<file path="src/rtl/countdown_clock.sv">
// MM:SS packed-BCD countdown timer driven by a one-second tick, with load, pause and expiry signalling.
// Optional penalty input and logic are enabled by defining COUNTDOWN_PENALTY_EN.
module countdown_clock #(
   parameter logic [7:0] INIT_MIN    = 8'h05,
   parameter logic [7:0] INIT_SEC    = 8'h00,
   parameter int         LOW_THRESH  = 10,
   parameter int         PENALTY_SEC = 10
) (
   input  logic       clk,
   input  logic       reset,
   input  logic       tick,
   input  logic       load,
   input  logic [7:0] load_min,
   input  logic [7:0] load_sec,
   input  logic       start,
   input  logic       pause,
`ifdef COUNTDOWN_PENALTY_EN
   input  logic       penalty,
`endif
   output logic [7:0] min_bcd,
   output logic [7:0] sec_bcd,
   output logic       running,
   output logic       expired,
   output logic       expired_pulse,
   output logic       low_time,
   output logic       load_err
);

   typedef enum logic [1:0] {IDLE, RUN, PAUSED, EXPIRED} state_t;

   state_t      state;
   logic [6:0]  step;
   logic [7:0]  dec_min;
   logic [7:0]  dec_sec;
   logic        dec_zero;
   logic        dec_low;
   logic        load_ok;
   logic        load_low;
   logic        time_zero;

   function automatic logic [6:0] bcd2bin(input logic [7:0] b);
      return ({3'b000, b[7:4]} * 7'd10) + {3'b000, b[3:0]};
   endfunction

   function automatic logic [7:0] bin2bcd(input logic [6:0] v);
      return {4'(v / 7'd10), 4'(v % 7'd10)};
   endfunction

   function automatic logic is_low(input logic [7:0] m, input logic [7:0] s);
      logic [12:0] total;
      total = (13'(bcd2bin(m)) * 13'd60) + 13'(bcd2bin(s));
      return (total != 13'd0) && (total <= 13'(LOW_THRESH));
   endfunction

   // Subtracting up to 60 s borrows at most one minute, and an underflow saturates at 00:00.
   function automatic logic [15:0] sub_time(input logic [7:0] m, input logic [7:0] s,
                                            input logic [6:0] d);
      logic [6:0] mb;
      logic [6:0] sb;
      mb = bcd2bin(m);
      sb = bcd2bin(s);
      if (sb >= d) begin
         sb = sb - d;
      end else if (mb != 7'd0) begin
         mb = mb - 7'd1;
         sb = sb + 7'd60 - d;
      end else begin
         mb = 7'd0;
         sb = 7'd0;
      end
      return {bin2bcd(mb), bin2bcd(sb)};
   endfunction

`ifdef COUNTDOWN_PENALTY_EN
   always_comb begin
      step = 7'd0;
      if (state == RUN) begin
         step = {6'd0, tick} + (penalty ? 7'(PENALTY_SEC) : 7'd0);
      end else if (state == PAUSED && penalty) begin
         step = 7'(PENALTY_SEC);
      end
   end
`else
   always_comb begin
      step = 7'd0;
      if (state == RUN && tick) begin
         step = 7'd1;
      end
   end
`endif

   always_comb begin
      {dec_min, dec_sec} = sub_time(min_bcd, sec_bcd, step);
      dec_zero  = (dec_min == 8'h00) && (dec_sec == 8'h00);
      dec_low   = is_low(dec_min, dec_sec);
      time_zero = (min_bcd == 8'h00) && (sec_bcd == 8'h00);
      load_ok   = (load_min[7:4] <= 4'd9) && (load_min[3:0] <= 4'd9) &&
                  (load_sec[3:0] <= 4'd9) && (load_sec <= 8'h59);
      load_low  = is_low(load_min, load_sec);
   end

   always_ff @(posedge clk) begin
      if (!reset) begin
         state         <= IDLE;
         min_bcd       <= INIT_MIN;
         sec_bcd       <= INIT_SEC;
         running       <= 1'b0;
         expired       <= 1'b0;
         expired_pulse <= 1'b0;
         load_err      <= 1'b0;
         low_time      <= is_low(INIT_MIN, INIT_SEC);
      end else begin
         expired_pulse <= 1'b0;
         load_err      <= 1'b0;
         // Load outranks every other input, but is simply not seen while running.
         if (load && state != RUN) begin
            if (load_ok) begin
               min_bcd  <= load_min;
               sec_bcd  <= load_sec;
               low_time <= load_low;
               if (state == EXPIRED) begin
                  state   <= IDLE;
                  expired <= 1'b0;
               end
            end else begin
               load_err <= 1'b1;
            end
         end else begin
            case (state)
               IDLE: begin
                  if (!pause && start) begin
                     if (time_zero) begin
                        state         <= EXPIRED;
                        expired       <= 1'b1;
                        expired_pulse <= 1'b1;
                     end else begin
                        state   <= RUN;
                        running <= 1'b1;
                     end
                  end
               end
               RUN, PAUSED: begin
                  if (state == RUN && pause) begin
                     state   <= PAUSED;
                     running <= 1'b0;
                  end else if (state == PAUSED && !pause && start) begin
                     state   <= RUN;
                     running <= 1'b1;
                  end else if (!pause && step != 7'd0) begin
                     min_bcd  <= dec_min;
                     sec_bcd  <= dec_sec;
                     low_time <= dec_low;
                     if (dec_zero) begin
                        state         <= EXPIRED;
                        running       <= 1'b0;
                        expired       <= 1'b1;
                        expired_pulse <= 1'b1;
                     end
                  end
               end
               default: begin
               end
            endcase
         end
      end
   end

endmodule
</file>
<file path="config.mk">
export PLATFORM = sky130hd
export DESIGN_NAME = countdown_clock
export DESIGN_NICKNAME = d
export VERILOG_FILES = /design/src/rtl/countdown_clock.sv
export SDC_FILE = /design/constraint.sdc
export NUM_CORES = 1
export LEC_CHECK = 0
export BUFFER_PORTS_ARGS = -buffer_cell sky130_fd_sc_hd__buf_2
export CELL_PAD_IN_SITES_DETAIL_PLACEMENT = 0
export CELL_PAD_IN_SITES_GLOBAL_PLACEMENT = 1
export CORE_MARGIN = 3
export CORE_UTILIZATION = 35
export CTS_BUF_LIST = sky130_fd_sc_hd__clkbuf_8
export DETAILED_ROUTE_END_ITERATION = 10
export GPL_TIMING_DRIVEN = 0
export HOLD_SLACK_MARGIN = 0.03
export PLACE_DENSITY_LB_ADDON = 0.1
export SYNTH_ARGS = -nofsm -noshare
export SYNTH_HDL_FRONTEND = slang
export SYNTH_SLANG_ARGS = --single-unit
</file>
<file path="constraint.sdc">
create_clock -name clk -period 13.35 [get_ports clk]
set_input_delay 2.0025 -clock clk [delete_from_list [all_inputs] [get_ports clk]]
set_output_delay 2.0025 -clock clk [all_outputs]
set_load 0.02 [all_outputs]
</file>
# After elaboration in Yosys (flattened, before gate mapping)
# Cells that the tools add are included.
# word_totals
ff_bits	23
latchBits	0
ramBits	0
romBits	0
inputBits	22
output_inout_bits	21
wordCells	154
n_memories	0
# classes
n_addsub	12
n_mul	8
div_mod_pow	4
magnitude_cmp	7
eq_ne	20
shift	0
mux	58
bitwise	2
reduce_logical	35
# op_table
op	n
$mux 8	12
$add 7x4->7	6
$mul 4x3->6 const B	6
$logic_not 8->1	4
$mux 1	29
$mux 7	4
$add 13x7->13	2
$le 13x4->1 const B	2
$reduce_bool 13->1	2
$mul 7x4->11 const B	2
$mux 2	9
$ne 3x3->1 const B	6
$div 7x4->7 const B	2
$logic_and 1x1->1	14
$mod 7x4->7 const B	2
$reduce_bool 7->1	2
$sub 7x7->7	2
$le 4x4->1 const B	3
$reduce_and 6->1	2
$ne 2x2->1 const B	5
$ne 5x5->1 const B	2
$reduce_and 9->1	1
$le 8x7->1 const B	1
$ne 4x4->1 const B	2
16 further kinds	24

# Depth between registers and ports, before layout
# Gate-level depths: netlist (run 1).
# logic_depth
word_depth	17
depth_mapped	52
depth_no_buf	51

# Worst setup path before layout (run 1)
# OpenSTA, ideal clock, no wires.
# synth_path
kind	input-to-reg
startpoint	input tick
endpoint	register low_time
setup_ns	0.116
t_arrival_ns	10.776
required_ns	13.234
setup_slack_ns	2.458
cell_stages	45
path_buffers	1
cell_sequence	nand2_1 inv_1 ha_1 nand4_1 o21a_1 clkbuf_1 o211ai_1 o21ai_0 inv_1 ha_1 nand2b_1 a311o_1 o211ai_1 o32ai_1 or3_1 nand2b_1 nand2_1 o21ai_0 [... 9 more ...] inv_1 fa_1 fa_1 inv_1 fa_1 ha_1 inv_1 nor2_1 nor2_1 inv_1 a21oi_1 nor4b_1 nand3_1 xnor2_1 xnor2_1 o22ai_1 nor2_1 nor2_1
# synth_between
elab_chain_cells	16
elab_cells_between_ends	30
classes_between	5 x add/sub; 3 x mul; 4 x div; 2 x order compare; 9 x mux; 7 x reduce/logical
# synth_lines
element	line_no	text
from (decl)	11	input logic tick,
$logic_and 1x1->1 *	86	if (state == RUN && tick) begin
$mux 1 *	86	
$ge 7x7->1 / $sub 7x7->7 (equally long branches)	62, 66	
$mux 7 (on tied branches)	62, 64	
$div 7x4->7 / $mux 7 (equally long branches)	46, 62	
$mul 4x3->6 / $div 7x4->7 (equally long branches)	42, 46	
$add 7x4->7 / $mul 4x3->6 (equally long branches)	42	return ({3'b000, b[7:4]} * 7'd10) + {3'b000, b[3:0]};
$mul 7x4->11 / $add 7x4->7 (equally long branches)	51, 42	
$add 13x7->13	51	total = (13'(bcd2bin(m)) * 13'd60) + 13'(bcd2bin(s));
$le 13x4->1 / $reduce_bool 13->1 (equally long branches)	52	return (total != 13'd0) && (total <= 13'(LOW_THRESH));
$logic_and 1x1->1	52	
$mux 1	149	end else if (!pause && step != 7'd0) begin
$mux 1	146	end else if (state == PAUSED && !pause && start) begin
$mux 1	143	if (state == RUN && pause) begin
$mux 1	129	case (state)
$mux 1	116	if (load && state != RUN) begin
to (signal assigned)	111	low_time <= is_low(INIT_MIN, INIT_SEC);
to (signal assigned)	120	low_time <= load_low;
to (signal assigned)	152	low_time <= dec_low;
to (decl)	25	output logic low_time,
# Every way passes the cells marked *; elsewhere a longest branch is shown, timed or not. The select of a mux whose other input is x is not followed.
# A chain may end at the register's enable or synchronous reset.

# Worst setup path in the final report (run 1)
# Same ends and word-level chain as after synthesis.

==> metrics.cfg, run 1 <==
[critical_path]
cp_num_buf_inv = 8
cp-end-kind = flop
critPathKind = primary input to flop
crit_top_cell = inv_1
cpLargestDelayFamily = adder cells
start_kind = primary input
cp_slowest_cell = fa_1
arrival_ns = 12.43
worstPathMaxFanout = 9
crit_cells = 45
max_stage_delay_ns = 0.65
required_ns = 13.56
r2r_cells = 44

[synthesis]
syn-num-nets = 897
ys_ff_latch = 23
ys_types = 77
synth_edf_count = 0
syn_inst = 747
yosys.area.top_type = ha_1
ys_warn_count = 0
yosysMostFrequentCell = ha_1
ys.flop_type = dfxtp_1
async_reset_ff_frac = 0
synth.area.top_cells = ha_1 (20%), fa_1 (11%), dfxtp_1 (7.8%), xnor2_1 (6.8%), a21oi_1 (4.9%)
netlist.area_leader.share = 0.201
syn_area_per_cell_um2 = 7.91
syn_area_um2 = 5910
ys_seq_area_frac = 0.0779
ys_top_cells_by_count = ha_1 (95), inv_1 (72), nor2_1 (61), a21oi_1 (58), nand2_1 (53)

[placed_design]
place_area_um2 = 6390
dp_hpwl_um = 14100
gp_congestion = 0.829
port_buffers = 42
dpl.cell_count = 1005

[detailed_routing]
ant_nets = 0
post-route-drc-count = 0
vias = 5535
first_iter_violations = 253
vias_per_cell = 5.49
first_pass_iters = 4
wl_per_cell_um = 16.3
wl_um = 16500

[clocking]
clk_latency_ns = 0.26
cts_buffers = 3
clockBufferDepth = 2
cts.clk_slew.worst_paths_ns = 0.08
h-tree-depth = 1
cts_sinks = 23
tritoncts = built
root_buffer = clkbuf_8

[worst_hold_path]
hp-class = flop to flop
hold_path_depth = 2

[sta]
fmax_mhz = 81.8
setup_tns_ns = 0
finalSetupViolations = 0
final_max_slew_viol_count = 0
min_period_ns = 12.22
hold_viol = 0
worst_pin_slew_ns = 1.18
slew_headroom = 0.206
min_period_over_period = 0.915
timing.clock.skew_ns = 0.00459
rsz0062_at_grt = no

[global_route]
antenna_found_initial = 1
grt_pass1_vias = 5281
grt_overflow_total = 0
grt_first_pass_wirelength_um = 26900
grt_usage = 0.179
grt_max_degree = 13

[floorplan]
dieHeight_um = 136
fp.dieArea_um2 = 18500
core.rowCount = 46
dieWidth_um = 136
start_util = 0.365
ios = 43
core_um2 = 16200

[cells_and_area]
final_nets = 944
syn2layout_area_growth_pct = 8.96
fill_cells = 1672
drive_above_1_share = 0.0870
instances_no_fill = 1009
diodes = 0
final_area_um2 = 6440

[outcome]
status = finished, final reports clean

[job]
maxCapViolCount = 0

[through the flow]
stage / setup slack, ns / util / hold WS, ns
global route: 0.115 / 0.398 / 0.543
global placement: 0.436 / 0.395 / 0.492
CTS: 0.689 / 0.398 / 0.516
floorplan: 2.46 / - / 0.468
finish: 1.13 / 0.398 / 0.513
detailed placement: 0.461 / 0.395 / 0.505
[per-layer routing]
layer  vias up  GRT usage  share of wire
li1       2791          -              -
met1      2626      0.256           0.49
met2        98      0.295           0.46
met3        18     0.0178          0.036
met4         2     0.0302          0.014
met5         -          0        0.00042
[worst reg2reg max path: cells and delay by family (launching register included)]
| kind | cells | cell delay (ns) |
|---|---|---|
| simple gates | 11 | 2.08 |
| fa+ha+maj | 10 | 4.06 |
| buf+inv | 5 | 0.54 |
| compound gates | 16 | 4.03 |
| mux | 2 | 0.35 |
| flops | 1 | 0.47 |
[worst paths after layout]
path	startpoint	end	slack, ns
worst max-delay path	tick	low_time	1.13
worst min-delay path	sec_bcd[0]	sec_bcd[0]	0.51
worst max register to register	sec_bcd[5]	low_time	1.76
worst min register to register	sec_bcd[0]	sec_bcd[0]	0.51
[sequential cells by signal, indices dropped and copies added (netlist names)]
register / flops
load_err: 1
low_time: 1
sec_bcd: 8
expired: 1
expired_pulse: 1
running: 1
min_bcd: 8
state: 2
[area by class of cell]
class	count	area, um^2	share of cell area
Multi-Input combinational cell	639	5120	0.796
Sequential cell	23	460	0.0715
Inverter	73	274	0.0426
Tap cell	216	270	0.0420
Timing Repair Buffer	42	210	0.0327
Buffer	12	53.8	0.00836
Clock buffer	3	41.3	0.00641
Clock inverter	1	3.75	0.000583
[layout by cell type (no fill, tap or decap), types with 4 or more instances in the layout]
cell type / count
nand4_1: 13
clkbuf_1: 10
xnor2_1: 46
mux2_2: 4
nor2b_1: 15
mux2i_1: 11
nor4_1: 11
ha_1: 95
and2_1: 8
inv_1: 73
o21a_1: 5
buf_2: 43
a22oi_1: 5
o21ai_0: 28
a21oi_1: 58
a21o_1: 18
nor2_1: 61
nand2_1: 53
a31oi_1: 5
nand3_1: 23
o21bai_1: 8
nand2b_1: 6
nor3_1: 11
dfxtp_1: 23
o22a_1: 4
a211oi_1: 11
o22ai_1: 7
o211ai_1: 10
fa_1: 33
xor2_1: 14
[what timing repair did]
item                                   in CTS  in global routing
endpoints found under the hold margin       0                  0
resized for setup                           0                  3
buffers inserted                            0                  0
hold buffers                                0                  0
setup endpoints to repair                   0                  1
[cells by family (layout without fill, tap and decap cells)]
logic type | after synthesis | count (layout) | synth area share
buffers and inverters | 85 | 131 | 0.0555
and+or+nand+nor | 224 | 224 | 0.187
DFF | 23 | 23 | 0.0779
AOI/OAI and AO/OA | 210 | 210 | 0.245
xor gates and xnor gates | 61 | 61 | 0.0928
adders and majority gates | 128 | 128 | 0.313
muxes | 16 | 16 | 0.0288
Power of run 1 is not shown: default switching activity piles up to over one toggle a cycle in this logic, so the estimate is an artifact.
==> run 2, diff against run 1 <==
--- a/config.mk
+++ b/config.mk
@@ -14,7 +14,7 @@
 export DETAILED_ROUTE_END_ITERATION = 10
 export GPL_TIMING_DRIVEN = 0
 export HOLD_SLACK_MARGIN = 0.03
-export PLACE_DENSITY_LB_ADDON = 0.1
+export PLACE_DENSITY = 0.72
 export SYNTH_ARGS = -nofsm -noshare
 export SYNTH_HDL_FRONTEND = slang
 export SYNTH_SLANG_ARGS = --single-unit
==> metrics.cfg, run 2 (synthesis gave the netlist of run 1 again) <==
[critical_path]
required_ns = 13.52
cp_slowest_cell = fa_1
max_stage_delay_ns = 0.59
worstPathMaxFanout = 9
rr_endpoint = low_time
crit_top_cell = inv_1
critPathCapture = low_time
rr_startpoint = sec_bcd[5]
arrival_ns = 12.30
r2r_cells = 45
cp-end-kind = flop
start_kind = primary input
reg2reg_slack_ns = 1.72
critPathKind = primary input to flop
crit_start = tick

[cells_and_area]
largestRegisters = min_bcd x8, sec_bcd x8, state x2
drive_above_1_share = 0.0883
layout_common_cells = ha_1 (95), inv_1 (72), nor2_1 (61), a21oi_1 (58), nand2_1 (53)
final_nets = 944
diodes = 0
syn2layout_area_growth_pct = 8.98
final_common_cell = ha_1

[floorplan]
ios = 43
dieHeight_um = 136
core_um2 = 16200
fp.dieArea_um2 = 18500
start_util = 0.365
core.rowCount = 46
dieWidth_um = 136

[placed_design]
dp_hpwl_um = 13200
port_buffers = 42
gp_congestion = 0.875

[sta]
rsz0062_at_grt = no
slew_headroom = 0.277
hold_viol = 0
finalSetupViolations = 0
worst_pin_slew_ns = 1.08
min_period_over_period = 0.909
setup_tns_ns = 0
min_period_ns = 12.14
timing.clock.skew_ns = 0.00438
fmax_mhz = 82.4
final_max_slew_viol_count = 0

[global_route]
grt_max_degree = 14
grt_pass1_vias = 5230
antenna_found_initial = 0
grt_usage = 0.172
grt_first_pass_wirelength_um = 26100
grt_overflow_total = 0

[job]
maxCapViolCount = 0

[clocking]
cts_sinks = 23
ctsHoldBuffers = 0
post_cts_resize_count = 0
tritoncts = built
cts_setup_buffers = 0
root_buffer = clkbuf_8
cts.clk_slew.worst_paths_ns = 0.09
cts_buffers = 3
clockBufferDepth = 2
h-tree-depth = 1
clk_latency_ns = 0.27

[detailed_routing]
first_pass_iters = 5
post-route-drc-count = 0
wl_per_cell_um = 15.5
vias_per_cell = 5.48
first_iter_violations = 258
wl_um = 15600
vias = 5525
ant_nets = 0

[worst_hold_path]
hp-class = flop to flop
holdCritStartpoint = expired

[outcome]
status = finished, final reports clean

-- run 2: layer usage --
layer | vias up | routed length [um] | global-route usage
met5 | - | 0 | 0
met3 | 19 | 542 | 0.00703
li1 | 2797 | - | -
met1 | 2573 | 7530 | 0.243
met4 | 0 | 229 | 0.0398
met2 | 136 | 7300 | 0.289
-- run 2: per-stage QoR --
stage | util | cell area, um^2 | hold slack (ns) | setup slack (ns) | cells
floorplan | - | 5910 | 0.468 | 2.46 | 747
global placement | 0.395 | 6390 | 0.479 | 0.422 | 1005
detailed placement | 0.395 | 6390 | 0.475 | 0.478 | 1005
CTS | 0.398 | 6430 | 0.498 | 0.736 | 1009
global route | 0.398 | 6440 | 0.537 | 0.151 | 1009
finish | 0.398 | 6440 | 0.496 | 1.21 | 1009
-- run 2: worst min path at each step --
stage	slack, ns	end	cells past startpoint
2_1_floorplan	0.47	state[1]	2
5_1_grt	0.54	expired	2
3_5_place_dp	0.47	expired	2
3_3_place_gp	0.48	expired	2
6_report	0.50	expired	2
4_1_cts	0.50	expired	2
-- run 2: cell type report --
| class | instances | area (um^2) |
|---|---|---|
| flip-flops and latches | 23 | 460 |
| plain buffers | 12 | 53.8 |
| clock buffers | 3 | 41.3 |
| clock inverters | 1 | 5.00 |
| repair buffers | 42 | 210 |
| well taps | 216 | 270 |
| multi-input cells | 639 | 5120 |
| inverters | 73 | 274 |
| fillers | 1743 | 9730 |
-- run 2: critical path: cells and delay by family --
| family | cells | cell delay [ns] |
|---|---|---|
| adders and majority gates | 9 | 3.67 |
| and+or+nand+nor | 13 | 2.39 |
| buffers and inverters | 9 | 1.16 |
| xor gates and xnor gates | 2 | 0.41 |
| AOI/OAI and AO/OA | 12 | 2.42 |
| muxes | 1 | 0.27 |
Power of run 2 is left out for the same reason.
